<file path="src/rtl/normalise_prod_iter_pkg.sv">
// normalise_prod_iter_pkg: shared widths, exponent bound, idle encoding and FSM states
package normalise_prod_iter_pkg;
  localparam int MANT_W = 24;
  localparam int EXP_W  = 8;
  localparam int PROD_W = 50;
  localparam int TAG_W  = 8;
  localparam int E_W    = 10;
  localparam logic signed [E_W-1:0] EMIN = -10'sd126;
  localparam logic no_idle  = 1'b0;
  localparam logic put_idle = 1'b1;
  typedef enum logic [1:0] {IDLE, NORM, ROUND, PASS} state_t;
endpackage

</file>
<file path="src/rtl/normalise_prod_iter_norm_round_rne.sv">
// norm_round_rne: round-to-nearest-even increment of the mantissa with exponent carry-out
module norm_round_rne
  import normalise_prod_iter_pkg::*;
(
  input  logic [MANT_W-1:0] m_i,
  input  logic              g_i,
  input  logic              r_i,
  input  logic              s_i,
  output logic [MANT_W-1:0] m_o,
  output logic              carry_o
);
  logic [MANT_W:0] sum;
  assign sum = {1'b0, m_i} + (MANT_W+1)'(g_i & (r_i | s_i | m_i[0]));
  assign carry_o = sum[MANT_W];
  // all-ones mantissa overflows to 1.0 with the exponent bumped by the caller
  assign m_o = carry_o ? {1'b1, {(MANT_W-1){1'b0}}} : sum[MANT_W-1:0];
endmodule

</file>
<file path="src/rtl/normalise_prod_iter.sv">
// normalise_prod_iter: iterative one-bit-per-cycle product normaliser with RNE rounding
module normalise_prod_iter
  import normalise_prod_iter_pkg::*;
(
  input  logic                clock,
  input  logic                reset,
  input  logic                idle_Multiply,
  input  logic [32:0]         zout_Multiply,
  input  logic [PROD_W-1:0]   productout_Multiply,
  input  logic [TAG_W-1:0]    InsTagMultiply,
  input  logic                ScaleValidMultiply,
  input  logic [31:0]         z_Multiply,
  output logic                in_ready,
  output logic                idle_NormaliseProd,
  output logic [32:0]         zout_NormaliseProd,
  output logic [PROD_W-1:0]   productout_NormaliseProd,
  output logic [TAG_W-1:0]    InsTagNormaliseProd,
  output logic                ScaleValidNormaliseProd,
  output logic [31:0]         z_NormaliseProd
);
  state_t state_q, state_d;
  logic [MANT_W-1:0] m_q, m_d, m_rnd;
  logic g_q, g_d, r_q, r_d, s_q, s_d, carry;
  logic signed [E_W-1:0] e_q, e_d;
  logic [E_W-1:0] e_rnd;
  logic [32:0] zin_q, zin_d, zout_q, zout_d;
  logic [PROD_W-1:0] prod_q, prod_d, prod_o_q, prod_o_d;
  logic [TAG_W-1:0] tag_q, tag_d, tag_o_q, tag_o_d;
  logic [31:0] z_q, z_d, z_o_q, z_o_d;
  logic idle_q, idle_d, idle_o_q, idle_o_d, valid_q, valid_d;

  norm_round_rne u_rne (
    .m_i(m_q), .g_i(g_q), .r_i(r_q), .s_i(s_q), .m_o(m_rnd), .carry_o(carry)
  );
  assign e_rnd = e_q + E_W'(carry);

  always_comb begin
    state_d  = state_q;
    m_d      = m_q;
    g_d      = g_q;
    r_d      = r_q;
    s_d      = s_q;
    e_d      = e_q;
    zin_d    = zin_q;
    prod_d   = prod_q;
    tag_d    = tag_q;
    z_d      = z_q;
    idle_d   = idle_q;
    zout_d   = zout_q;
    prod_o_d = prod_o_q;
    tag_o_d  = tag_o_q;
    z_o_d    = z_o_q;
    idle_o_d = idle_o_q;
    valid_d  = 1'b0;
    case (state_q)
      IDLE: if (ScaleValidMultiply) begin
        m_d     = productout_Multiply[PROD_W-1 -: MANT_W];
        g_d     = productout_Multiply[PROD_W-MANT_W-1];
        r_d     = productout_Multiply[PROD_W-MANT_W-2];
        s_d     = |productout_Multiply[PROD_W-MANT_W-3:0];
        e_d     = {{(E_W-EXP_W){zout_Multiply[31]}}, zout_Multiply[31:24]};
        zin_d   = zout_Multiply;
        prod_d  = productout_Multiply;
        tag_d   = InsTagMultiply;
        z_d     = z_Multiply;
        idle_d  = idle_Multiply;
        state_d = idle_Multiply == put_idle ? PASS : NORM;
      end
      NORM: if (e_q < EMIN) begin
        m_d = m_q >> 1;
        g_d = m_q[0];
        r_d = g_q;
        s_d = s_q | r_q;
        e_d = e_q + 10'sd1;
      end else if (!m_q[MANT_W-1] && e_q > EMIN && |{m_q, g_q, r_q}) begin
        m_d = {m_q[MANT_W-2:0], g_q};
        g_d = r_q;
        r_d = 1'b0;
        e_d = e_q - 10'sd1;
      end else begin
        state_d = ROUND;
      end
      default: begin
        // ROUND and PASS both publish the captured side data with a one-cycle pulse
        zout_d   = state_q == ROUND ? {zin_q[32], e_rnd[EXP_W-1:0], m_rnd} : zin_q;
        prod_o_d = prod_q;
        tag_o_d  = tag_q;
        z_o_d    = z_q;
        idle_o_d = idle_q;
        valid_d  = 1'b1;
        state_d  = IDLE;
      end
    endcase
  end

  always_ff @(posedge clock) begin
    if (reset) begin
      state_q  <= IDLE;
      m_q      <= '0;
      g_q      <= 1'b0;
      r_q      <= 1'b0;
      s_q      <= 1'b0;
      e_q      <= '0;
      zin_q    <= '0;
      prod_q   <= '0;
      tag_q    <= '0;
      z_q      <= '0;
      idle_q   <= 1'b0;
      zout_q   <= '0;
      prod_o_q <= '0;
      tag_o_q  <= '0;
      z_o_q    <= '0;
      idle_o_q <= 1'b1;
      valid_q  <= 1'b0;
    end else begin
      state_q  <= state_d;
      m_q      <= m_d;
      g_q      <= g_d;
      r_q      <= r_d;
      s_q      <= s_d;
      e_q      <= e_d;
      zin_q    <= zin_d;
      prod_q   <= prod_d;
      tag_q    <= tag_d;
      z_q      <= z_d;
      idle_q   <= idle_d;
      zout_q   <= zout_d;
      prod_o_q <= prod_o_d;
      tag_o_q  <= tag_o_d;
      z_o_q    <= z_o_d;
      idle_o_q <= idle_o_d;
      valid_q  <= valid_d;
    end
  end

  assign in_ready                 = state_q == IDLE;
  assign idle_NormaliseProd       = idle_o_q;
  assign zout_NormaliseProd       = zout_q;
  assign productout_NormaliseProd = prod_o_q;
  assign InsTagNormaliseProd      = tag_o_q;
  assign ScaleValidNormaliseProd  = valid_q;
  assign z_NormaliseProd          = z_o_q;
endmodule
</file>
<file path="config.mk">
export PLATFORM = sky130hd
export DESIGN_NAME = normalise_prod_iter
export DESIGN_NICKNAME = d
export VERILOG_FILES = /design/src/rtl/normalise_prod_iter_pkg.sv /design/src/rtl/normalise_prod_iter_norm_round_rne.sv /design/src/rtl/normalise_prod_iter.sv
export SDC_FILE = /design/constraint.sdc
export NUM_CORES = 1
export LEC_CHECK = 0
export CORE_MARGIN = 2
export CORE_UTILIZATION = 51
export DETAILED_ROUTE_END_ITERATION = 6
export HOLD_SLACK_MARGIN = 0.03
export MAX_ROUTING_LAYER = met4
export PLACE_DENSITY = 0.8
export SLEW_MARGIN = 20
export SYNTH_ARGS = -nofsm -noshare
export SYNTH_HDL_FRONTEND = slang
export SYNTH_HIERARCHICAL = 1
export SYNTH_SLANG_ARGS = --single-unit
</file>
<file path="constraint.sdc">
create_clock -name clock -period 3.7 [get_ports clock]
set_clock_uncertainty 0.15 [all_clocks]
set_input_delay 0.555 -clock clock [delete_from_list [all_inputs] [get_ports clock]]
set_output_delay 0.555 -clock clock [all_outputs]
set_load 0.01 [all_outputs]
</file>
==> flow_summary.json <==
{
  "dieHeight_um": 159.1,
  "p_sw_frac": 0.3328,
  "gp_congestion": 0.9546,
  "drive_gt1_frac": 0.05526,
  "place_hpwl_um": 22770,
  "cts_setup_buffers": 0,
  "die_w_um": 159.1,
  "die_area_um2": 25320,
  "grt_pass1_wl_um": 54880,
  "path_clk_slew_ps": 60,
  "grt-ovfl-total": 0,
  "fin_area_um2": 15840,
  "cp-start-kind": "flop",
  "ys_ff_latch": 288,
  "synth_top_area_share": 0.4697,
  "cap_violations": 0,
  "seqPwrFrac": 0.426,
  "post-route-period-util": 0.7909,
  "antenna_cells": 0,
  "power_leakage_nw": 5.657,
  "initial_core_util": 0.5214,
  "synth_flop_cell": "dfxtp_1",
  "finalHoldViolCount": 0,
  "ir_worst_vdd_v": 0.0003461,
  "grt_max_degree": 184,
  "syn_avg_cell_area_um2": 8.436,
  "tns_ps": 0,
  "routedWlPerCell_um": 17.13,
  "slowest_delay_ps": 530,
  "required_ps": 3980,
  "vias": 11004,
  "numCtsBuffers": 29,
  "ant_nets": 0,
  "route.detailed.drc": 0,
  "post_cts_resized": 0,
  "clock_latency_ps": 550,
  "synth_edf_count": 0,
  "syn_area_um2": 12270,
  "path_cells": "nor4_4, a21o_1, xnor2_1, ha_1, nand3_1, a2bb2oi_1, a32oi_1, xor2_1, o41ai_2",
  "synth_most_common_cell": "nand2_1",
  "synthTopCellsByCount": "nand2_1, dfxtp_1, nor2_1",
  "synthTopCellsByArea": "dfxtp_1, mux2i_1, nand2_1",
  "area_delta_synth_final_pct": 29.01,
  "setup_viol": 0,
  "synthArstFlopShare": 0,
  "hp-start": "zin_q[29]$_SDFFE_PP0P_",
  "vias_per_cell": 5.546,
  "drt_wl_total_um": 33990,
  "status": "finished clean",
  "cts-root-buf": "clkbuf_16",
  "synth_top_area_cell": "dfxtp_1",
  "synth_fp_nets": 1587,
  "core-area_um2": 23540,
  "worstPathMaxFanout": 13,
  "pwr_density_cell_nw_per_um2": 585.8,
  "hp-class": "reg -> reg",
  "power_frac_clock": 0.309,
  "arrival_ps": 3200,
  "final.min_clock_period_ps": 2926,
  "cts_tree": "yes",
  "io_buffers": 252,
  "power.internal_w": 0.006189,
  "path_class": "reg -> reg",
  "antenna_found_initial": 0,
  "max-slew-margin-rel": 0.4235,
  "ys_warn_count": 6,
  "switchingPower_w": 0.003087,
  "fillerInstances": 1943,
  "final-max-slew-violation-count": 0,
  "yosysSeqAreaShare": 0.4697,
  "r2r_start": "e_q[2]$_SDFFE_PP0P_",
  "critPathLaunch": "e_q[2]$_SDFFE_PP0P_",
  "cts_sinks": 288,
  "hold_buffers": 0,
  "slowest_stage": "nor4_4",
  "first_pass_iters": 5,
  "io_pins": 253,
  "drt_iter0_markers": 904,
  "synth_cell_type_count": 76,
  "postPlaceCellArea_um2": 14890,
  "worstMarginPinSlew_ps": 864.7,
  "clock_path_buffers": 3,
  "max_freq_mhz": 341.7,
  "syn_inst": 1455,
  "power_frac_comb": 0.265,
  "cp-end-kind": "flop",
  "grt_setup_unrepaired": "false",
  "first_global_vias": 10444,
  "nets": 1775,
  "htree_levels": 1,
  "grt_use_total": 0.2651,
  "row_count": 56
}
-- metrics by stage --
| step | setup WS (ps) | cells | util | hold slack [ps] | power (W) |
|---|---|---|---|---|---|
| after floorplan | 996.3 | 1455 | - | 281.2 | 0.005624 |
| after global placement | 937.2 | 1931 | 0.6324 | 289.4 | 0.006378 |
| after detailed placement | 839.6 | 1931 | 0.6324 | 293.3 | 0.006423 |
| after CTS | 800.7 | 1984 | 0.6726 | 301.6 | 0.009290 |
| after global routing | 524.6 | 1984 | 0.6726 | 317.5 | 0.009749 |
| final | 773.6 | 1984 | 0.6726 | 298.3 | 0.009275 |
-- final cells by class --
class	count	area (um2)	area share
Inverter	11	43.79	0.002765
Clock inverter	5	30.03	0.001896
Tap cell	319	399.1	0.02521
Sequential cell	288	5771	0.3644
Clock buffer	48	917.1	0.05792
Multi-Input combinational cell	1045	5991	0.3783
Timing Repair Buffer	268	2684	0.1695
-- worst max-delay path: cells and delay by family (launching register included) --
kind	cells	cell delay [ps]
adder cells (fa/ha/maj)	1	260
flip-flops	1	480
AND/OR/NAND/NOR	2	650
AO/OA/AOI/OAI	4	970
XOR/XNOR	2	300
-- routing by layer --
layer | vias to the layer above | global-route usage | share of wire
met2 | 374 | 0.4364 | 0.48
met1 | 5189 | 0.3381 | 0.43
li1 | 5387 | - | -
met5 | - | - | 0
met4 | 0 | 0.05826 | 0.022
met3 | 54 | 0.05444 | 0.066
-- cell usage in the layout, fill, tap and decap left out, drive strengths merged, types with 26 or more instances in the layout --
cell type	synthesis	layout
a22o	26	26
clkdlybuf4s50	0	251
nor2	173	173
mux2i	126	126
dfxtp	288	288
a211oi	30	30
a21oi	138	138
nand2	326	326
clkbuf	71	49
a31oi	26	26
-- registers in the layout, summed over array words and instances, names as in the netlist, 2 cells and up --
name,flops
z_NormaliseProd,32
m_q,24
state_q,2
InsTagNormaliseProd,8
z_q,32
tag_q,8
prod_q,50
zin_q,33
zout_NormaliseProd,33
productout_NormaliseProd,50
e_q,10
-- power groups by stage --
stage	Sequential (W)	Combinational [W]	Clock [W]
after floorplan	0.00381	0.00181	0
after global placement	0.00399	0.00239	0
after detailed placement	0.00400	0.00242	0
after CTS	0.00394	0.00244	0.00291
after global routing	0.00401	0.00269	0.00304
final	0.00395	0.00245	0.00287
-- cells by family after synthesis --
logic type	Yosys count	share of synthesized area
xor gates and xnor gates	22	0.01570
adders and majority gates	5	0.005097
AOI/OAI and AO/OA	280	0.1457
and+or+nand+nor	611	0.2162
buffers and inverters	122	0.04393
muxes	127	0.1037
DFF	288	0.4697
-- worst paths after layout --
path                       endpoint  slack, ps  cells after the start
max             e_q[8]$_SDFFE_PP0P_        770                      9
min reg2reg  zin_q[29]$_SDFFE_PP0P_        300                      2
min          zin_q[29]$_SDFFE_PP0P_        300                      2
max reg2reg     e_q[8]$_SDFFE_PP0P_        770                      9
Note: power is estimated with default switching activity, not from simulation.
